$ cat config.mk
export PLATFORM = sky130hd
export DESIGN_NAME = user_id_auth
export DESIGN_NICKNAME = d
export VERILOG_FILES = /design/src/rtl/user_pkg.sv /design/src/rtl/id_matcher.sv /design/src/rtl/user_id_auth.sv
export SDC_FILE = /design/constraint.sdc
export NUM_CORES = 1
export LEC_CHECK = 0
export CORE_MARGIN = 8
export CORE_UTILIZATION = 35
export CTS_CLUSTER_SIZE = 24
export DETAILED_ROUTE_END_ITERATION = 10
export GPL_ROUTABILITY_DRIVEN = 0
export PLACE_DENSITY = 0.61
export SYNTH_ARGS = -nofsm -noshare
export SYNTH_HDL_FRONTEND = slang
export SYNTH_HIERARCHICAL = 1
export SYNTH_SLANG_ARGS = --single-unit
$ cat constraint.sdc
create_clock -name clk -period 2.3 [get_ports clk]
set_clock_uncertainty 0.05 [all_clocks]
set_input_delay 0.23 -clock clk [delete_from_list [all_inputs] [get_ports clk]]
set_output_delay 0.23 -clock clk [all_outputs]
set_load 0.005 [all_outputs]
$ cat src/rtl/user_pkg.sv
// rtl/user_pkg.sv - shared types and helpers for the user-ID authentication block
package user_pkg;

    typedef enum logic [2:0] {
        S_IDLE    = 3'd0,
        S_COLLECT = 3'd1,
        S_CHECK   = 3'd2,
        S_GRANT   = 3'd3,
        S_DENY    = 3'd4,
        S_LOCK    = 3'd5
    } state_t;

    // Upper bounds on the table slicer operands; instances must stay within them.
    localparam int MAX_ID_W    = 256;
    localparam int MAX_TABLE_W = 4096;

    function automatic int id_width(input int digits, input int digit_w);
        return digits * digit_w;
    endfunction

    // Width of a table index, never below one bit so a single-user table still has a port.
    function automatic int idx_width(input int num_users);
        return (num_users <= 1) ? 1 : $clog2(num_users);
    endfunction

    // Entry k of a flattened table, zero-extended to MAX_ID_W.
    function automatic logic [MAX_ID_W-1:0] table_entry(
        input logic [MAX_TABLE_W-1:0] tbl,
        input int                     id_w,
        input int                     k
    );
        logic [MAX_TABLE_W-1:0] shifted;
        logic [MAX_ID_W-1:0]    mask;
        shifted = tbl >> (k * id_w);
        mask    = {MAX_ID_W{1'b1}} >> (MAX_ID_W - id_w);
        return shifted[MAX_ID_W-1:0] & mask;
    endfunction

endpackage

$ cat src/rtl/id_matcher.sv
// rtl/id_matcher.sv - compares an ID against every enrolled entry, lowest index wins
module id_matcher
    import user_pkg::*;
#(
    parameter int ID_W      = 16,
    parameter int NUM_USERS = 4,
    parameter int IDX_W     = 2
) (
    input  logic [ID_W-1:0]           id,
    input  logic [NUM_USERS*ID_W-1:0] user_table,
    output logic                      hit,
    output logic [IDX_W-1:0]          idx
);

    // Scan from the top index down so the lowest matching entry is the last one written.
    always_comb begin
        hit = 1'b0;
        idx = '0;
        for (int k = NUM_USERS - 1; k >= 0; k--) begin
            if (ID_W'(table_entry(MAX_TABLE_W'(user_table), ID_W, k)) == id) begin
                hit = 1'b1;
                idx = IDX_W'(k);
            end
        end
    end

endmodule

$ cat src/rtl/user_id_auth.sv
// rtl/user_id_auth.sv - keypad user-ID entry, table match, grant/deny and lockout
module user_id_auth
    import user_pkg::*;
#(
    parameter int DIGITS      = 4,
    parameter int DIGIT_W     = 4,
    parameter int NUM_USERS   = 4,
    parameter int MAX_TRIES   = 3,
    parameter int TIMEOUT_CYC = 1024
) (
    input  logic                                  clk,
    input  logic                                  rst,
    input  logic                                  auth,
    input  logic                                  load_input,
    input  logic                                  clear_input,
    input  logic [DIGIT_W-1:0]                    id_input,
    input  logic [NUM_USERS*DIGITS*DIGIT_W-1:0]   user_table,
    output logic [DIGITS*DIGIT_W-1:0]             id_output,
    output logic [DIGIT_W-1:0]                    user_seg,
    output logic [$clog2(DIGITS+1)-1:0]           digit_count,
    output logic                                  user_allow,
    output logic [idx_width(NUM_USERS)-1:0]       user_idx,
    output logic                                  user_deny,
    output logic                                  locked
);

    localparam int ID_W  = id_width(DIGITS, DIGIT_W);
    localparam int IDX_W = idx_width(NUM_USERS);
    localparam int DC_W  = $clog2(DIGITS + 1);
    localparam int FC_W  = $clog2(MAX_TRIES + 1);
    localparam int TMR_W = $clog2(TIMEOUT_CYC);

    state_t             state, state_n;
    logic [ID_W-1:0]    shift_reg;
    logic [FC_W-1:0]    fail_cnt;
    logic [TMR_W-1:0]   timer;
    logic               hit;
    logic [IDX_W-1:0]   hit_idx;
    logic               last_digit;
    logic               timer_done;
    logic               at_max_tries;

    id_matcher #(
        .ID_W      (ID_W),
        .NUM_USERS (NUM_USERS),
        .IDX_W     (IDX_W)
    ) u_matcher (
        .id         (shift_reg),
        .user_table (user_table),
        .hit        (hit),
        .idx        (hit_idx)
    );

    assign last_digit   = (digit_count == DC_W'(DIGITS - 1));
    assign timer_done   = (timer == TMR_W'(TIMEOUT_CYC - 1));
    assign at_max_tries = (fail_cnt == FC_W'(MAX_TRIES));

    // Status outputs decode straight from the state so reset clears them without waiting for an edge.
    assign user_allow = (state == S_GRANT);
    assign user_deny  = (state == S_DENY);
    assign locked     = (state == S_LOCK);

    // State register.
    always_ff @(posedge clk or negedge rst) begin
        if (!rst) state <= S_IDLE;
        else      state <= state_n;
    end

    // Next-state decode; in COLLECT an auth drop beats clear, clear beats load, load beats the timeout.
    always_comb begin
        state_n = state;
        case (state)
            S_IDLE: begin
                if (auth && load_input) state_n = (DIGITS == 1) ? S_CHECK : S_COLLECT;
            end
            S_COLLECT: begin
                if (!auth)                          state_n = S_IDLE;
                else if (clear_input)               state_n = S_COLLECT;
                else if (load_input && last_digit)  state_n = S_CHECK;
                else if (!load_input && timer_done) state_n = S_IDLE;
            end
            S_CHECK: state_n = hit ? S_GRANT : S_DENY;
            S_GRANT: begin
                if (!auth) state_n = S_IDLE;
            end
            S_DENY:  state_n = at_max_tries ? S_LOCK : S_IDLE;
            S_LOCK:  state_n = S_LOCK;
            default: state_n = S_IDLE;
        endcase
    end

    // Digit shift register, display digit, counters and the latched grant result.
    always_ff @(posedge clk or negedge rst) begin
        if (!rst) begin
            shift_reg   <= '0;
            user_seg    <= '0;
            digit_count <= '0;
            id_output   <= '0;
            user_idx    <= '0;
            fail_cnt    <= '0;
            timer       <= '0;
        end else begin
            case (state)
                S_IDLE: begin
                    if (auth && load_input) begin
                        shift_reg   <= ID_W'(id_input);
                        user_seg    <= id_input;
                        digit_count <= DC_W'(1);
                        timer       <= '0;
                    end
                end
                S_COLLECT: begin
                    if (!auth || clear_input || (!load_input && timer_done)) begin
                        shift_reg   <= '0;
                        user_seg    <= '0;
                        digit_count <= '0;
                        timer       <= '0;
                    end else if (load_input) begin
                        shift_reg   <= (shift_reg << DIGIT_W) | ID_W'(id_input);
                        user_seg    <= id_input;
                        digit_count <= digit_count + DC_W'(1);
                        timer       <= '0;
                    end else begin
                        timer <= timer + TMR_W'(1);
                    end
                end
                S_CHECK: begin
                    if (hit) begin
                        id_output <= shift_reg;
                        user_idx  <= hit_idx;
                        fail_cnt  <= '0;
                    end else if (!at_max_tries) begin
                        fail_cnt <= fail_cnt + FC_W'(1);
                    end
                end
                S_GRANT: begin
                    if (!auth) begin
                        shift_reg   <= '0;
                        digit_count <= '0;
                        id_output   <= '0;
                        user_idx    <= '0;
                    end
                end
                S_DENY: begin
                    shift_reg   <= '0;
                    user_seg    <= '0;
                    digit_count <= '0;
                    id_output   <= '0;
                    user_idx    <= '0;
                end
                default: ;
            endcase
        end
    end

endmodule

After elaboration in Yosys (flattened, before gate mapping)
Cells that the tools add are included.
W data, S select, Z words.
{ "op_classes": {"shifts": 0, "n_bitwise": 1, "order_cmp": 0, "div_mod_pow": 0, "eq_ne": 18, "add_sub_neg": 3, "n_mul": 0, "n_mux": 40, "n_reduce_logical": 18} }
{ "ops": {"columns": ["operator", "count"], "rows": [
  ["$mux W16", 5],
  ["$eq A16 B16 Y1", 4],
  ["$pmux W16 S4", 1],
  ["$pmux W16 S3", 1],
  ["$mux W10", 3],
  ["$mux W3", 10],
  ["$pmux W10 S2", 1],
  ["$pmux W3 S6", 1],
  ["$mux W2", 8],
  ["$or A16 B4 Y16", 1],
  ["$mux W4", 3],
  ["$pmux W3 S4", 1],
  ["$pmux W4 S3", 1],
  ["$add A10 B1 Y10 const B", 1],
  ["$eq A10 B10 Y1 const B", 1],
  ["$eq A3 B2 Y1 const B", 3],
  ["$reduce_and A3 Y1", 3],
  ["$ne A2 B2 Y1 const B", 4],
  ["$eq A3 B3 Y1 const B", 2],
  ["$pmux W2 S3", 1],
  ["$reduce_bool A3 Y1", 2],
  ["$ne A5 B5 Y1 const B", 1],
  ["$mux W1", 4],
  ["$reduce_and A2 Y1", 2],
  ["other kinds (12)", 16]
]} }
{ "totals": {"n_memories": 0, "ram_bits": 0, "rom_bits": 0, "out_inout_bits": 28, "input_bits": 73, "regBits": 56, "latchBits": 0} }

Depth between registers and ports, before layout
Gate-level depths: netlist of run 1.
{ "depth": {"word_depth": 7, "ltp_mapped": 11} }

Cells and area by module
Netlist of run 1, hierarchy kept.
{ "by_module_without_submodules": {"columns": ["mod", "area_per_inst_um2", "cells_each", "n_inst"], "rows": [
  ["user_id_auth", 2697.6, 259, 1],
  ["id_matcher", 745.7, 90, 1]
]} }

Worst setup path after synthesis of run 1
OpenSTA, ideal clock, no wires.
{ "synth_path": {"path_kind": "reg2reg", "from": "reg shift_reg[11]", "to": "reg id_output[10]", "t_arrival_ns": 2.105, "path_slack_ns": 0.015, "setup_time_ns": 0.131, "path_buffers": 2, "stages_incl_launch_ff": 12, "period_less_slack_ns": 2.285, "cell_sequence": "dfrtp_1 > xnor2_1 > nand4_1 > nor4_2 > nor2_1 > nand2_1 > inv_1 > o21ai_0 > a21oi_1 > buf_2 > buf_2 > mux2i_1"} }
{ "synth_between": {"elab_chain_len": 7, "word_cells_on_any_way": 10} }
{ "synth_lines": {"columns": ["item", "line_no", "rtl"], "rows": [
  ["from (decl)", "user_id_auth.sv:34", "logic [ID_W-1:0] shift_reg;"],
  ["from (signal assigned)", "user_id_auth.sv:106", "shift_reg <= ID_W'(id_input);"],
  ["from (signal assigned)", "user_id_auth.sv:119", "shift_reg <= (shift_reg << DIGIT_W) | ID_W'(id_input);"],
  ["$eq A16 B16 Y1", "id_matcher.sv:20", "if (ID_W'(table_entry(MAX_TABLE_W'(user_table), ID_W, k)) == id) begin"],
  ["$mux W1 (3 in series)", "id_matcher.sv:20", null],
  ["$mux W1 (*)", "id_matcher.sv:20", null],
  ["via hit", "user_id_auth.sv:37", "logic hit;"],
  ["$ne A2 B2 Y1 (no line) (*)", null, null],
  ["$reduce_and A3 Y1 (no line) (*)", null, null],
  ["to (signal assigned)", "user_id_auth.sv:129", "id_output <= shift_reg;"],
  ["to (decl)", "user_id_auth.sv:18", "output logic [DIGITS*DIGIT_W-1:0] id_output,"]
]} }
The timed path passes the listed nets; every way through them passes the cells marked *.
A chain may end at the register's enable or synchronous reset.

Worst setup path in the final report of run 1
{ "layout_path": {"from": "reg shift_reg[3]", "to": "reg id_output[13]"} }
The elaborated chain is that of the path after synthesis.

==> impl_results.md, run 1 <==
- Status: complete, but fails checks
- Failing checks: negative setup slack
- Maximum vdd drop: 220 µV
- Initial antenna violation count: 0
- Worst Tran Pin Value: about 0.65 ns
- Post-DP HPWL: 8.63 mm
- Worst slack, placed: -0.306 ns
- Final WL: roughly 11 mm
- Ys flop type: dfrtp_1
- Synthesized cell area: roughly 3400 µm²
- CTS Buf Count: 5
- Max Fanout on Critical Path: 5
- Sw Ratio: 0.237
- Placed cell count: 629
- # DRC: 0
- Post-route ant nets: 0
- DIE AREA: 13300 µm²
- Clk slew on worst S/H paths: between 0.1 and 0.15 ns
- Pleak: 0.00233 µW
- Layout cell share with drive strength beyond 1: 0.219
- Crit-path leading delay family: simple AND/OR/NAND/NOR gates
- Initial Util: 0.356
- Cell Count, Final, Fillers Out: around 650
- Cell variety after synth: 50
- Net Count, Synth: 426
- Clock insertion delay at the later pin of the skew report: 0.32 ns
- Fmax: 0.421 GHz
- Flop pwr share: 0.554
- Fin crit period: 2.37 ns
- HP Class: input port to async pin
- Final Hold Vio Count: 0
- Max-cap violation count: 0
- Yosys Warn Count: 6
- Crit. End Element: flip-flop
- Max incr delay on CP: 0.46 ns
- Min Hold Slack: 0.392 ns
- Routed len/inst: around 18 µm
- DRT Pass-1 Iters: 4
- Clk buf depth: 2
- I/O pin count: about 100
- P&R area growth vs syn: 55.8%
- Die H: 115 µm
- Seq/Total Area, Yosys: 0.407
- Antenna Cells: 0
- Clk sinks: 56
- RSZ-0062 raised after global routing: true
- Slew Limit Fails: 0
- Root Driver: clkbuf_8
- Post-synth ARST share: 1.00
- H-tree depth: 2
- Setup slack after layout: -0.0732 ns
- Vias per cell: 5.00
- Post-synth EDFFs: 0
- Comb pwr share: 0.137
- Syn_area_per_cell: 9.87 µm²
- Critical path data arrival time: around 2.6 ns
- Switch Pwr: 422 µW
- Critical path required time: 2.49 ns
- Pwr/cell area: 333 nW/µm²
- Core region area: 9680 µm²
- DR iter-0 viols: 128
- FF+latch count, synth: 56
- Mapped Cells: approximately 350
- Row count: 36
- Vias in the first global route: 3330
- Die Width: 115 µm
- Final core utilization: 0.554
- GRT overflow: 0
- Clk pwr share: 0.309
- Total track usage: 0.168
- Slew margin rel.: 0.570
- Total design power: 1790 µW
- Setup CP Type: flip-flop to flip-flop
- First-pass GRT wire length: around 17 mm
- CP Cell Sequence: buf_4, xnor2_1, nand4_1, nor4_4, nor2b_4, nand2_2, inv_2, o21ai_4, a21oi_4, buf_12, mux2i_2
- CTS tree: built
- CP max stage cell: dfrtp_2
- Internal Dissipation: about 1400 µW
- Largest net degree at the start of global routing: 57
- I/O Buffers: 100
- Vias: around 3200
- Final setup violation count: 18
- Worst Path Buf+Inv: 3
- Startpoint types: flip-flop
- Final period utilization: 1.03
- Final #Nets: 591
-- path summary, 6_finish.rpt --
check	start	endpoint	slack [ns]	cells after the start
hold / removal	rst	id_output[10]	0.39	3
min in group clk	id_input[1]	shift_reg[1]	0.47	3
hold reg to reg	user_seg[2]	user_seg[2]	0.48	2
setup reg to reg	shift_reg[3]	id_output[13]	-0.07	11
max in group asynchronous	rst	shift_reg[4]	1.53	3
setup / recovery	shift_reg[3]	id_output[13]	-0.07	11
-- stage by stage --
step           setup TNS (ns)  area, µm²
4_1_cts              -0.00773       5210
3_5_place_dp            -5.30       5040
5_1_grt                 -3.24       5370
3_3_place_gp            -4.74       5040
2_1_floorplan               0       3440
6_report               -0.916       5370
-- power groups by stage --
stage	Combinational, µW	Sequential [µW]	Clock [µW]
finish	245	990	551
global route	264	990	610
CTS	242	990	582
detailed placement	235	1010	0
global placement	233	1010	0
floorplan	61.2	1010	0
-- cells in the mapped netlist (5+ instances only) --
library cell | count | area (µm²)
inv_1 | 27 | 101
xor2_1 | 17 | 149
a31oi_1 | 7 | 43.8
nor2_1 | 8 | 30.0
xnor2_1 | 48 | 420
mux2i_1 | 18 | 180
o21ai_0 | 7 | 35.0
nand2_1 | 30 | 113
nand4_1 | 15 | 93.8
a21oi_1 | 9 | 45.0
clkbuf_1 | 6 | 22.5
buf_2 | 7 | 35.0
dfrtp_1 | 56 | 1400
o221ai_1 | 5 | 43.8
o22ai_1 | 6 | 37.5
nand3_1 | 6 | 30.0
o2bb2ai_1 | 5 | 43.8
a22o_1 | 13 | 114
-- cell type report --
class,count,area [µm²]
fill,878,4320
multi-input combinational,251,1960
timing repair buffer,173,1630
sequential,56,1410
tap,133,166
inverter,27,101
clock buffer,5,68.8
clock inverter,3,21.3
-- logic make-up (layout without fill, tap and decap cells) --
group / Yosys count / after routing / share of synthesized area
compound gates: 65 / 65 / 0.141
xor+xnor: 65 / 65 / 0.165
fa+ha+maj: 4 / 4 / 0.0145
buf+inv: 42 / 208 / 0.0516
flops: 56 / 56 / 0.407
mux: 19 / 19 / 0.0556
simple gates: 98 / 98 / 0.165
-- layout by cell type (no fill, tap or decap), drive strengths merged, types with 6 or more instances in the layout --
cell,synthesis,layout
clkdlybuf4s50,0,99
buf,9,71
dfrtp,56,56
xnor2,48,48
nand2,30,30
inv,27,28
mux2i,18,18
xor2,17,17
nand4,16,16
a22o,13,13
a21oi,9,9
nor2,8,8
a31oi,7,7
o21ai,7,7
o22ai,7,7
clkbuf,6,7
nor4,7,7
nand3,6,6
-- worst min-delay path, cell delays in order --
cell and delay (ns):
dlygate4sd3_1 0.52, buf_2 0.13, buf_12 0.28
-- routing by layer --
metal,vias to the layer above,wire length [µm],track usage
met5,-,0,0
met3,17,672,0.0373
li1,1570,-,-
met2,99,5480,0.284
met1,1552,5080,0.211
met4,0,220,0.0438
-- what timing repair did --
action                     CTS  global route
setup buffers                4             3
gates resized for setup     15            13
hold endpoints to repair    56             0
pin swaps                    3            10
setup endpoints to repair   19            19
cloned                       0             3
hold buffers                 1             0
No activity file was read; power rests on OpenSTA's default activity.
==> inputs of run 2 (changes only) <==
CORE_MARGIN = unset   (was 8)
==> impl_results.md, run 2 (synthesized netlist as in run 1, its figures left out) <==
- Final WL: 10.6 mm
- Area of the multi-input gates: between 1500 and 2000 µm²
- Final period utilization: 1.01
- Final instance area: 5310 µm²
- Startpoint types: flip-flop
- Pleak: approximately 0.0023 µW
- Root Driver: clkbuf_8
- Setup slack after layout: -0.0341 ns
- Layout cell share with drive strength beyond 1: 0.204
- Vias in the first global route: 2996
- CTS Buf Count: 5
- First-pass GRT wire length: between 15 and 20 mm
- I/O pin count: 101
- Die Width: ~100 µm
- Total design power: around 1900 µW
- Crit. End Element: flip-flop
- Status: complete, but fails checks
- DIE AREA: 10200 µm²
- Critical path required time: 2.49 ns
- GRT overflow: 0
- Routed len/inst: about 17 µm
- HP Class: input port to async pin
- DR iter-0 viols: 162
- Slew margin rel.: 0.513
- Maximum vdd drop: 264 µV
- Comb pwr share: 0.127
- Clk sinks: 56
- # DRC: 0
- Sw Ratio: 0.225
- P&R area growth vs syn: 54.2%
- Largest net degree at the start of global routing: 57
- Slew Limit Fails: 0
- Pwr/cell area: ~360 nW/µm²
- Vias: 3179
- RSZ-0062 raised after global routing: true
- Commonest non-fill, non-tap cell in the layout: clkdlybuf4s50_1
- Worst Tran Pin Value: 0.730 ns
- Clk slew on worst S/H paths: about 0.11 ns
- Storage element area: 1410 µm²
- Clock insertion delay at the later pin of the skew report: between 0.3 and 0.4 ns
- Final setup violation count: 10
- Placed Area: 4950 µm²
- Clk buf depth: 2
- Die H: 101 µm
- Clk pwr share: 0.352
- Total track usage: 0.200
- Max Fanout on Critical Path: 5
- CTS tree: built
- Fmax: ~0.43 GHz
- CP max stage cell: dfrtp_1
- CP Cell Sequence: buf_6, xnor2_2, nand4_1, nor4_4, nor2b_4, nand2_2, inv_2, o21ai_2, a21oi_4, clkbuf_16, mux2i_1
- Antenna Cells: 0
- Failing checks: negative setup slack
- Internal Dissipation: 1470 µW
- DRT Pass-1 Iters: 4
- Initial antenna violation count: 0
- Final core utilization: 0.567
- Vias per cell: between 5 and 6
- Final #Nets: ~580
- Max incr delay on CP: 0.45 ns
- Commonest non-fill, non-tap cells in the layout: clkdlybuf4s50_1 (99), buf_4 (51), dfrtp_1 (50), xnor2_1 (42), nand2_1 (29)
- Worst Path Buf+Inv: 3
- Core region area: 9370 µm²
- Setup CP Type: flip-flop to flip-flop
- Post-route ant nets: 0
- Flop pwr share: 0.521
- Fin crit period: 2.33 ns
- Switch Pwr: 428 µW
- Max-cap violation count: 0
- I/O Buffers: 100
- Critical path data arrival time: between 2 and 3 ns
- Post-DP HPWL: around 8 mm
- Initial Util: 0.367
- Fillcell total: 865
- H-tree depth: 2
- Final Hold Vio Count: 0
- Crit-path leading delay family: simple AND/OR/NAND/NOR gates
- Row count: 35
- Worst slack, placed: -0.276 ns
## run 2: area by class of cell
type | instances | share of cell area
flip-flops and latches | 56 | 0.265
repair buffers | 163 | 0.294
clock inverters | 3 | 0.00872
inverters | 27 | 0.0191
well taps | 129 | 0.0304
clock buffers | 5 | 0.0130
multi-input cells | 251 | 0.369
## run 2: path summary, 6_finish.rpt
| check | cells past startpoint | start | endpoint | slack [ns] |
|---|---|---|---|---|
| setup / recovery | 11 | shift_reg[15] | id_output[8] | -0.03 |
| hold / removal | 2 | rst | id_output[10] | 0.002 |
| setup reg to reg | 11 | shift_reg[15] | id_output[8] | -0.03 |
| hold reg to reg | 1 | timer[2] | timer[2] | 0.46 |
| max in group asynchronous | 2 | rst | shift_reg[1] | 1.68 |
| min in group clk | 1 | timer[2] | timer[2] | 0.46 |
## run 2: per-stage QoR
| stage | setup TNS (ns) | instances | hold slack, ns |
|---|---|---|---|
| after detailed placement | -4.86 | 612 | 0.380 |
| after global routing | -1.46 | 634 | 0.0650 |
| final | -0.0917 | 634 | 0.00210 |
| after CTS | 0 | 627 | 0.0286 |
| after global placement | -4.12 | 612 | 0.374 |
| after floorplan | 0 | 349 | -0.116 |
## run 2: layer usage
metal / part of all wire / global-route usage / vias to the layer above / wire (µm)
met3: 0.052 / 0.0373 / 4 / 546
met1: 0.45 / 0.259 / 1545 / 4750
met5: 0 / 0 / - / 0
met4: 0.0071 / 0.0401 / 0 / 75
li1: - / - / 1551 / -
met2: 0.49 / 0.351 / 79 / 5220
## run 2: timing repair
action                     CTS  global route
resized for setup            9            21
pin swaps                    4            12
setup buffers                7             6
gates cloned                 0             1
setup endpoints to repair   18            19
hold buffers                 0             0
## run 2: power groups by stage
stage / Clock [µW] / Combinational [µW] / Sequential, µW
floorplan: 0 / 61.2 / 1010
global placement: 0 / 230 / 1010
detailed placement: 0 / 232 / 1010
CTS: 689 / 235 / 990
global route: 730 / 258 / 990
finish: 669 / 241 / 990
